**config.mk**
```make
export PLATFORM = sky130hd
export DESIGN_NAME = uart_reg_responder
export DESIGN_NICKNAME = d
export VERILOG_FILES = /design/src/rtl/uart_reg_responder.sv
export SDC_FILE = /design/constraint.sdc
export NUM_CORES = 1
export LEC_CHECK = 0
export CAP_MARGIN = 30
export CORE_MARGIN = 2
export CORE_UTILIZATION = 69
export DETAILED_ROUTE_END_ITERATION = 12
export DONT_BUFFER_PORTS = 1
export HOLD_SLACK_MARGIN = 0.1
export PLACE_DENSITY = 0.92
export RECOVER_POWER = 100
export SLEW_MARGIN = 20
export SYNTH_ARGS = -nofsm -noshare
export SYNTH_HDL_FRONTEND = slang
export SYNTH_SLANG_ARGS = --single-unit
```
**constraint.sdc**
```tcl
create_clock -name ipClk -period 5.37 [get_ports ipClk]
set_clock_uncertainty 0.05 [all_clocks]
set_input_delay 1.611 -clock ipClk [delete_from_list [all_inputs] [get_ports ipClk]]
set_output_delay 1.611 -clock ipClk [all_outputs]
set_load 0.05 [all_outputs]
```
**src/rtl/uart_reg_responder.sv**
```systemverilog
// uart_reg_responder: parses SYNC/CMD/SRC/LEN/ADDR/DATA byte packets from a UART,
// performs register writes/reads and returns ack or read-response packets.
`default_nettype none

module uart_reg_responder #(
  parameter logic [7:0] SYNC_BYTE      = 8'h55,
  parameter logic [7:0] OWN_ID         = 8'h10,
  parameter int         TIMEOUT_CYCLES = 50000
) (
  input  logic       ipClk,
  input  logic       ipReset,
  input  logic [7:0] ipRxData,
  input  logic       ipRxValid,
  output logic [7:0] opTxData,
  output logic       opTxSend,
  input  logic       ipTxBusy,
  output logic       opWrEnable,
  output logic [7:0] opWrAddress,
  output logic [7:0] opWrData,
  output logic [7:0] opRdAddress,
  input  logic [7:0] ipRdData,
  output logic       opBusy
);

  localparam int                 TIMER_W    = $clog2(TIMEOUT_CYCLES + 1);
  localparam logic [TIMER_W-1:0] TIMER_LAST = TIMER_W'(TIMEOUT_CYCLES - 1);
  localparam logic [2:0]         HDR_LAST   = 3'd4;
  localparam logic [2:0]         TX_DATA    = 3'd5;

  typedef enum logic [3:0] {
    S_IDLE, S_CMD, S_SRC, S_LEN, S_ADDR, S_WDATA,
    S_RD_FETCH, S_RD_LATCH, S_TX_LOAD, S_TX_WAIT_HI, S_TX_WAIT_LO
  } state_t;

  state_t             state_q;
  logic               is_write_q;
  logic [7:0]         len_q;
  logic [7:0]         addr_q;
  logic [7:0]         idx_q;
  logic [7:0]         rd_byte_q;
  logic [2:0]         tx_cnt_q;
  logic [TIMER_W-1:0] timer_q;
  logic [7:0]         tx_byte;
  logic               rx_phase;

  // tx_cnt_q 0..4 walks the response header, 5 means a fetched register byte.
  always_comb begin
    tx_byte = rd_byte_q;
    case (tx_cnt_q)
      3'd0:    tx_byte = SYNC_BYTE;
      3'd1:    tx_byte = is_write_q ? 8'h03 : 8'h02;
      3'd2:    tx_byte = OWN_ID;
      3'd3:    tx_byte = len_q;
      3'd4:    tx_byte = addr_q;
      default: tx_byte = rd_byte_q;
    endcase
  end

  assign rx_phase = (state_q == S_CMD) || (state_q == S_SRC) || (state_q == S_LEN) ||
                    (state_q == S_ADDR) || (state_q == S_WDATA);
  assign opBusy   = (state_q != S_IDLE);

  always_ff @(posedge ipClk or negedge ipReset) begin
    if (!ipReset) begin
      state_q     <= S_IDLE;
      is_write_q  <= 1'b0;
      len_q       <= 8'h00;
      addr_q      <= 8'h00;
      idx_q       <= 8'h00;
      rd_byte_q   <= 8'h00;
      tx_cnt_q    <= 3'd0;
      timer_q     <= '0;
      opTxData    <= 8'h00;
      opTxSend    <= 1'b0;
      opWrEnable  <= 1'b0;
      opWrAddress <= 8'h00;
      opWrData    <= 8'h00;
      opRdAddress <= 8'h00;
    end else begin
      opTxSend   <= 1'b0;
      opWrEnable <= 1'b0;

      // Inter-byte timeout; the receive states below only act on ipRxValid.
      if (rx_phase) begin
        if (ipRxValid) begin
          timer_q <= '0;
        end else if (timer_q == TIMER_LAST) begin
          timer_q <= '0;
          state_q <= S_IDLE;
        end else begin
          timer_q <= timer_q + TIMER_W'(1);
        end
      end

      case (state_q)
        S_IDLE: begin
          if (ipRxValid && ipRxData == SYNC_BYTE) state_q <= S_CMD;
        end
        S_CMD: begin
          if (ipRxValid) begin
            is_write_q <= ipRxData[0];
            state_q    <= (ipRxData[7:1] == 7'd0) ? S_SRC : S_IDLE;
          end
        end
        S_SRC: begin
          if (ipRxValid) state_q <= S_LEN;
        end
        S_LEN: begin
          if (ipRxValid) begin
            len_q   <= ipRxData;
            state_q <= S_ADDR;
          end
        end
        S_ADDR: begin
          if (ipRxValid) begin
            addr_q   <= ipRxData;
            idx_q    <= 8'h00;
            tx_cnt_q <= 3'd0;
            state_q  <= (is_write_q && len_q != 8'h00) ? S_WDATA : S_TX_LOAD;
          end
        end
        S_WDATA: begin
          if (ipRxValid) begin
            opWrEnable  <= 1'b1;
            opWrAddress <= addr_q + idx_q;
            opWrData    <= ipRxData;
            idx_q       <= idx_q + 8'd1;
            if (idx_q == len_q - 8'd1) state_q <= S_TX_LOAD;
          end
        end
        S_RD_FETCH: begin
          state_q <= S_RD_LATCH;
        end
        S_RD_LATCH: begin
          rd_byte_q <= ipRdData;
          idx_q     <= idx_q + 8'd1;
          state_q   <= S_TX_LOAD;
        end
        S_TX_LOAD: begin
          if (!ipTxBusy) begin
            opTxData <= tx_byte;
            opTxSend <= 1'b1;
            state_q  <= S_TX_WAIT_HI;
          end
        end
        S_TX_WAIT_HI: begin
          if (ipTxBusy) state_q <= S_TX_WAIT_LO;
        end
        S_TX_WAIT_LO: begin
          if (!ipTxBusy) begin
            if (tx_cnt_q < TX_DATA) tx_cnt_q <= tx_cnt_q + 3'd1;
            if (tx_cnt_q < HDR_LAST) begin
              state_q <= S_TX_LOAD;
            end else if (is_write_q || idx_q == len_q) begin
              state_q <= S_IDLE;
            end else begin
              // Address is presented for the whole fetch cycle so a synchronous
              // register file has its data ready when RD_LATCH samples it.
              opRdAddress <= addr_q + idx_q;
              state_q     <= S_RD_FETCH;
            end
          end
        end
        default: state_q <= S_IDLE;
      endcase
    end
  end

endmodule

`default_nettype wire

```
==> impl_results.md <==
- Clock tree from TritonCTS: yes
- Routed len/inst: 19.65 µm
- Dominant register cell in the synthesized netlist: dfrtp_1
- Critical path type: register to primary output
- Number of antenna repair diodes: 0
- Startpoint type of the worst setup path: register
- Commonest non-fill, non-tap cell in the layout: dfrtp_1
- Run status: finished clean
- Final instance count without filler cells: 604
- Area of the die: 7748 µm²
- Final Slew Violations: 0
- Overall routed net length: 11870 µm
- EDFF count, synth: 0
- Pre-CTS setup slack: 2.194 ns
- Adder-Cell Fraction of Synth Area: 4.521%
- Clock latency of the later-clocked register in the worst-skew pair: 0.38 ns
- Share of layout cells above drive strength 1: 10.04%
- Total standard cell area after synthesis: 4871 µm²
- Number of cells after detailed placement: 587
- Setup Total Neg Slack: 0 ns
- Total of warnings raised by yosys: 0
- Post-synthesis sequential element count: 90
- Tightest Hold Check Type: register to register
- Effective utilization at floorplan: 71.30%
- Largest family of logic cells by synthesized area: simple AND/OR/NAND/NOR gates
- Area fraction in and, or, nand and nor cells after synthesis: 18.88%
- TritonCTS sink count: 90
- First-pass GRT wire length: 19300 µm
- Count of different cell masters after synthesis: 53
- Number of antenna-violating nets in the routed design: 0
- Gpl congestion: 0.8942
- Achievable clock frequency: 303.5 MHz
- RSZ-0062 raised after global routing: false
- Critical Path Fanout Max: 16
- Post-synth ARST share: 100.0%
- Number of hold buffers added after cts: 0
- Die span in y: 88.02 µm
- Crit path DAT: 1.63 ns
- GRT Residual Overflow: 0
- Number of placement rows: 30
- Starting DRT DRC Count: 457
- Chip width: 88.02 µm
- Number of buffers added by the clock tree synthesis step: 9
- Clock slew at reported path FFs: 0.09 ns
- Number of global-route vias before repair: 3865
- Core box area: 6832 µm²
- Synthesized-area fraction occupied by ao, oa, aoi and oai cells: 15.67%
- HPWL after DPL: 8395 µm
- Proportion of synthesized chip area in sequential cells: 46.24%
- Clock root buffer: clkbuf_8
- Final core utilization: 74.47%
- CTS-repair resized insts: 0
- Number of instances in the synthesized netlist: 511
- Nature of the critical path endpoint: primary output
- Number of primary I/O pins: 55
- H-Tree Level Count: 3
- Number of endpoints with negative hold slack in the final report: 0
- Final count of negative-setup-slack endpoints: 0
- Peak supply drop: 0.0004615 V
- Tightest Pin Transition: 1.292 ns
- Most frequent cells in the layout: dfrtp_1, nand2_1, o21ai_0, nor2_1, mux2_2
- Port Buffer Count: 0
- Data required, critical path: 3.71 ns
- Final clock period utilization by the worst path: 61.36%
- Number of search-and-repair iterations in the first detailed-routing pass: 7
- PnR Total Power: 2944 µW
- Area Overhead vs Synth: 4.444%
- Nets in the synthesized netlist: 548
- Clock Path Buffers: 2
- Maximum number of pins on one net before global-route repair: 91
- Post-layout nets: 540
- Remaining DRCs: 0
- Final Critical Period: 3.295 ns
- Final Worst Setup Slack: 2.075 ns
- Pwr Density: 578.8 nW/µm²
- Total track usage: 32.72%
- Number of max-capacitance violations reported: 0
- Number of vias per cell after detailed routing: 6.536
- Synth Area in XOR/XNOR: 3.776%
- Worst slew margin: 13.80%
- Multiplexer fraction of the synthesized cell area: 6.936%
- Filler cell count in the final layout: 485
- Post-CTS setup buffer count: 0
- Routed via count: 3948
- Static Leak: 0.002306 µW
- Post-synthesis average cell area: 9.532 µm²
- Initial antenna violation count: 0
sequential cells by signal (all words and copies together), names as in the netlist:
| register | flops |
|---|---|
| addr_q | 8 |
| idx_q | 8 |
| is_write_q | 1 |
| len_q | 8 |
| opRdAddress | 8 |
| opTxData | 8 |
| opTxSend | 1 |
| opWrAddress | 8 |
| opWrData | 8 |
| opWrEnable | 1 |
| rd_byte_q | 8 |
| state_q | 4 |
| timer_q | 16 |
| tx_cnt_q | 3 |
final cells by class:
type	count	area [µm²]	share of cell area (%)
clock buffers	12	155.1	3.050
clock inverters	4	56.30	1.107
inverters	24	90.09	1.771
multi-input cells	376	2402	47.22
flip-flops and latches	90	2252	44.27
well taps	96	120.1	2.361
repair buffers	2	11.26	0.2213
kinds of logic (layout without fill, tap and decap cells):
logic type      Yosys count  after routing
fa+ha+maj                17             17
simple gates            186            186
mux                      30             30
xor+xnor                 21             21
flops                    90             90
buf+inv                  45             42
compound gates          122            122
per-stage QoR:
stage	hold slack, ns	area [µm²]
final	0.4472	5087
after detailed placement	0.4174	4906
after global routing	0.4634	5087
after global placement	0.4042	4906
after floorplan	0.3836	4871
after CTS	0.4260	5117
metal layers:
| layer | track usage (%) | wire length [µm] |
|---|---|---|
| met5 | 0 | 0 |
| met4 | 11.71 | 335 |
| met3 | 9.048 | 1040 |
| met2 | 52.41 | 5652 |
| met1 | 43.09 | 4840 |
Yosys cell counts (2+ instances only):
master	count	area [µm²]
dfrtp_1	90	2252
nand2_1	70	262.8
o21ai_0	45	225.2
nor2_1	32	120.1
mux2_2	30	337.8
nand3_1	25	125.1
inv_1	24	90.09
a21oi_1	18	90.09
ha_1	16	200.2
clkbuf_1	13	48.80
o21ai_1	13	65.06
xor2_1	11	96.34
xnor2_1	10	87.58
nor3_1	9	45.04
o31ai_1	9	67.56
a31oi_1	7	43.79
and3_1	7	43.79
nand4_1	6	37.54
a221oi_1	5	43.79
a222oi_1	5	50.05
buf_2	5	25.02
nor2b_1	5	31.28
nor4_1	5	31.28
and2_1	4	25.02
nand2b_1	4	25.02
a211o_1	3	26.28
nand4b_1	3	26.28
o211ai_1	3	22.52
o41ai_1	3	26.28
and3_2	2	15.01
buf_6	2	22.52
o21a_1	2	15.01
o22ai_1	2	12.51
or3_1	2	12.51
or4_1	2	15.01
or4_4	2	22.52
worst max-delay path: stages (launching register included):
cell and delay, ns:
dfrtp_1 0.57, nor2_1 0.32, nand2_1 0.37
where the power goes:
group          leakage, µW  total [µW]  internal [µW]  switching, µW
combinational      0.00103         969            396            573
sequential         0.00117        1480            884            596
clock             0.000108         495            245            250
total              0.00231        2940           1520           1420
final timing paths:
kind	start	endpoint	slack (ns)	depth (start not counted)
max	state_q[1]	opBusy	2.08	2
min	timer_q[15]	timer_q[15]	0.45	1
max reg2reg	len_q[3]	opRdAddress[4]	2.41	4
min reg2reg	timer_q[15]	timer_q[15]	0.45	1
max in group asynchronous	ipReset	timer_q[4]	4.26	0
min in group asynchronous	ipReset	opRdAddress[7]	0.86	0
Note: power is estimated with default switching activity, not from simulation.
